`src/rtl/mult_shift_add_ctrl.sv`:
```
// mult_shift_add_ctrl: sequential N x N unsigned shift-add multiplier with valid/ready handshakes
module adder_full_n #(
  parameter int n = 8
) (
  input  logic [n-1:0] x,
  input  logic [n-1:0] y,
  input  logic         cin,
  output logic [n-1:0] sum,
  output logic         cout
);
  assign {cout, sum} = {1'b0, x} + {1'b0, y} + {{n{1'b0}}, cin};
endmodule

module mult_shift_add_ctrl #(
  parameter int N = 8
) (
  input  logic           clk,
  input  logic           rst,
  input  logic           in_valid,
  output logic           in_ready,
  input  logic [N-1:0]   a,
  input  logic [N-1:0]   b,
  output logic           out_valid,
  input  logic           out_ready,
  output logic [2*N-1:0] product,
  output logic           busy
);
  localparam int CNT_W = $clog2(N) + 1;
  typedef enum logic [1:0] {IDLE, RUN, DONE} state_t;
  state_t state, state_n;
  logic [N-1:0] a_r, p_hi, p_lo, sum;
  logic carry;
  logic [CNT_W-1:0] count;
  logic last;
  assign last = count == CNT_W'(N - 1);
  adder_full_n #(.n(N)) u_add (
    .x(p_hi),
    .y(p_lo[0] ? a_r : '0),
    .cin(1'b0),
    .sum(sum),
    .cout(carry)
  );
  // state register; reset aborts any operation in flight
  always_ff @(posedge clk or posedge rst)
    if (rst) state <= IDLE;
    else state <= state_n;
  // next state and handshake outputs
  always_comb begin
    state_n = state;
    state_n = (state == IDLE && in_valid) ? RUN :
              (state == RUN && last) ? DONE :
              (state == DONE && out_ready) ? IDLE : state;
    in_ready = state == IDLE;
    out_valid = state == DONE;
    busy = state != IDLE;
  end
  // operand capture, add/shift steps, and final product latch
  always_ff @(posedge clk or posedge rst)
    if (rst) begin
      a_r <= '0;
      p_hi <= '0;
      p_lo <= '0;
      count <= '0;
      product <= '0;
    end else if (state == IDLE && in_valid) begin
      a_r <= a;
      p_lo <= b;
      p_hi <= '0;
      count <= '0;
    end else if (state == RUN) begin
      {p_hi, p_lo} <= {carry, sum, p_lo[N-1:1]};
      count <= count + CNT_W'(1);
      if (last) product <= {carry, sum, p_lo[N-1:1]};
    end
endmodule

```
`config.mk`:
```
export PLATFORM = sky130hd
export DESIGN_NAME = mult_shift_add_ctrl
export DESIGN_NICKNAME = d
export VERILOG_FILES = /design/src/rtl/mult_shift_add_ctrl.sv
export SDC_FILE = /design/constraint.sdc
export NUM_CORES = 1
export LEC_CHECK = 0
export CORE_MARGIN = 2
export CORE_UTILIZATION = 40
export DETAILED_ROUTE_END_ITERATION = 16
export GPL_TIMING_DRIVEN = 0
export PLACE_DENSITY_LB_ADDON = 0.25
export SYNTH_ARGS = -nofsm -noshare
export SYNTH_HDL_FRONTEND = slang
export SYNTH_HIERARCHICAL = 1
export SYNTH_SLANG_ARGS = --single-unit
```
`constraint.sdc`:
```
create_clock -name clk -period 3 [get_ports clk]
set_clock_uncertainty 0.2 [all_clocks]
set_input_delay 0.45 -clock clk [delete_from_list [all_inputs] [get_ports clk]]
set_output_delay 0.45 -clock clk [all_outputs]
set_load 0.02 [all_outputs]
```
==> results.json <==
{
  "cts-resized-gates": 0,
  "post-route-period-util": 0.891,
  "cts_sinks": 46,
  "tightest_slew_ns": 0.783,
  "maxCapViolations": 0,
  "syn_area_mm2": 0.00229,
  "nets": 294,
  "tritoncts": "done",
  "area_delta_synth_final_pct": 25.5,
  "crit_type": "reg2reg",
  "synth_fp_nets": 248,
  "p_int_w": 0.00176,
  "antenna_found_initial": 0,
  "seq_area_frac_synth": 0.503,
  "max_freq_mhz": 374,
  "synth_cells": 218,
  "power.switching_w": 0.00117,
  "coreArea_mm2": 0.00551,
  "setup_viol": 0,
  "die_x_um": 79.7,
  "die_h_um": 79.7,
  "worst-path-max-fanout": 9,
  "grt_overflow": 0,
  "cts_made_buffers": 5,
  "min_period_ns": 2.67,
  "dp_hpwl_mm": 3.17,
  "clock_path_buffers": 2,
  "p_per_area_mw_per_mm2": 1020,
  "final_max_slew_viol_count": 0,
  "insertion_delay_ns": 0.30,
  "crit_required_ns": 2.99,
  "drive_gt1_frac": 0.151,
  "seq_power_share": 0.365,
  "grt_max_degree": 34,
  "wl_per_cell_um": 12.8,
  "status": "complete, no violations",
  "drc": 0,
  "fillCellCount": 509,
  "rsz0062_at_grt": "false",
  "grt_pass1_wl_mm": 7.60,
  "endpoint_kind": "flip-flop",
  "rows": 27,
  "hold_slack_ns": 0.217,
  "routed_wl_mm": 4.33,
  "synthFlopType": "dfrtp_1",
  "relSlewSlack": 0.477,
  "synth-seq-cells": 46,
  "drt_first_iter_violations": 90,
  "cp-start-kind": "flip-flop",
  "grtUsageTotal": 0.157,
  "postCtsHoldBufs": 0,
  "drt_pre_antenna_iters": 4,
  "clockRootBuffer": "clkbuf_8",
  "max-vdd-ir-drop_mv": 0.437,
  "cp.arrival_ns": 2.67,
  "pwr-share-comb": 0.501,
  "synth_area_per_cell_um2": 10.5,
  "async_flop_share": 1.00,
  "min_path_type": "in2async",
  "htreeDepth": 2,
  "dieArea_mm2": 0.00635,
  "grt_pass1_vias": 1579,
  "setup_tns_ns": 0,
  "io_buffers": 38,
  "gp_congestion": 0.785,
  "vias_per_cell": 4.89,
  "power.share.clock": 0.135,
  "p_sw_frac": 0.399,
  "yosys.cell_types.count": 41,
  "diodes": 0,
  "synth_edf_count": 0,
  "clk_pin_slew_ns": 0.09,
  "ant_nets": 0,
  "cts_setup_buffers": 0,
  "hold_violations": 0,
  "synth_warnings": 6,
  "p_leak_nw": 1.37,
  "initial_core_util": 0.416,
  "dr_total_vias": 1647,
  "pin_count": 39
}
## cells in the mapped netlist (2+ instances only)
library cell,n,area (µm²)
buf_2,5,25.0
nand2_1,64,240
dfrtp_1,46,1150
fa_1,2,40.0
nor2b_1,2,12.5
inv_1,5,18.8
o21bai_1,2,15.0
xor2_1,2,17.5
ha_1,8,100
xnor2_1,2,17.5
and2_1,8,50.1
mux2_2,8,90.1
a22oi_1,8,60.1
o21ai_0,4,20.0
nand4_1,2,12.5
a21o_1,3,22.5
nand3_1,11,55.1
mux2_4,8,120
a311o_1,2,20.0
a21oi_1,5,25.0
## cell usage in the layout, fill, tap and decap left out, types with 2 or more instances in the layout
master            n
o21bai_1          2
inv_2             2
xnor2_1           2
fa_1              2
nor2b_1           2
dfrtp_1          46
buf_2             5
a22oi_1           8
and2_1            8
o21ai_0           4
a311o_1           2
mux2_2            8
nand4_1           2
ha_1              8
a21o_1            3
nand2_1          64
mux2_4            8
nand3_1          11
clkdlybuf4s50_1  38
xor2_1            2
a21oi_1           5
clkbuf_8          5
inv_1             4
## metal layers
layer  track usage  vias to the layer above  wire [µm]
met5             0                        -          0
met4        0.0569                        0         69
met3        0.0339                        6        172
met2         0.226                       34       1860
met1         0.231                      773       2220
li1              -                      834          -
## area by class of cell
cell class / count / area, µm² / share of cell area
Sequential cell: 46 / 1150 / 0.401
Multi-Input combinational cell: 158 / 1060 / 0.370
Timing Repair Buffer: 39 / 400 / 0.139
Tap cell: 72 / 90.1 / 0.0313
Clock buffer: 5 / 68.8 / 0.0239
Buffer: 8 / 51.3 / 0.0178
Clock inverter: 3 / 25.0 / 0.00871
Inverter: 6 / 22.5 / 0.00784
## cell families (layout without fill, tap and decap cells)
kind of cell,count (synthesis),in the layout,synth area share
simple gates,97,97,0.200
fa+ha+maj,10,10,0.0612
other cells,1,1,0.00164
flops,46,46,0.503
buf+inv,14,61,0.0322
compound gates,29,29,0.0907
xor+xnor,4,4,0.0153
mux,17,17,0.0962
## stage by stage
step | util | instances | power (W) | worst slack [ns] | area [µm²]
2_1_floorplan | - | 218 | 0.00209 | 0.578 | 2290
6_report | 0.522 | 337 | 0.00293 | 0.327 | 2870
4_1_cts | 0.522 | 337 | 0.00297 | 0.315 | 2870
5_1_grt | 0.522 | 337 | 0.00320 | 0.178 | 2870
3_5_place_dp | 0.505 | 329 | 0.00256 | 0.347 | 2780
3_3_place_gp | 0.501 | 328 | 0.00252 | 0.261 | 2760
## power by group through the flow
stage / Clock (W) / Sequential (W) / Combinational [W]
after global placement: 0 / 0.00108 / 0.00145
after CTS: 0.000411 / 0.00107 / 0.00149
after global routing: 0.000435 / 0.00111 / 0.00165
after floorplan: 0 / 0.00116 / 0.000932
after detailed placement: 0 / 0.00108 / 0.00149
final: 0.000394 / 0.00107 / 0.00147
## worst paths after layout
kind | startpoint | endpoint | slack, ns | cells after the start
hold reg to reg | a_r[3]$_DFFE_PP0P_ | a_r[3]$_DFFE_PP0P_ | 0.28 | 2
max in group asynchronous | rst | p_hi[3]$_DFFE_PP0P_ | 1.90 | 3
min in group clk | a_r[3]$_DFFE_PP0P_ | a_r[3]$_DFFE_PP0P_ | 0.28 | 2
setup / recovery | p_lo[0]$_DFFE_PP0P_ | product[15]$_DFFE_PP0P_ | 0.33 | 7
setup reg to reg | p_lo[0]$_DFFE_PP0P_ | product[15]$_DFFE_PP0P_ | 0.33 | 7
hold / removal | rst | product[0]$_DFFE_PP0P_ | 0.22 | 2
## critical path, cell delays in order, from the launching register on
cell,delay (ns)
dfrtp_1,0.46
and2_1,0.20
fa_1,0.46
fa_1,0.42
a21oi_1,0.22
o21a_1,0.18
o21ai_0,0.15
mux2_2,0.28
## state kept, by name, indices dropped and copies added (netlist names)
register and count:
p_hi 8, state 2, product 16, count 4, p_lo 8, a_r 8
(Power assumes the default switching activity.)
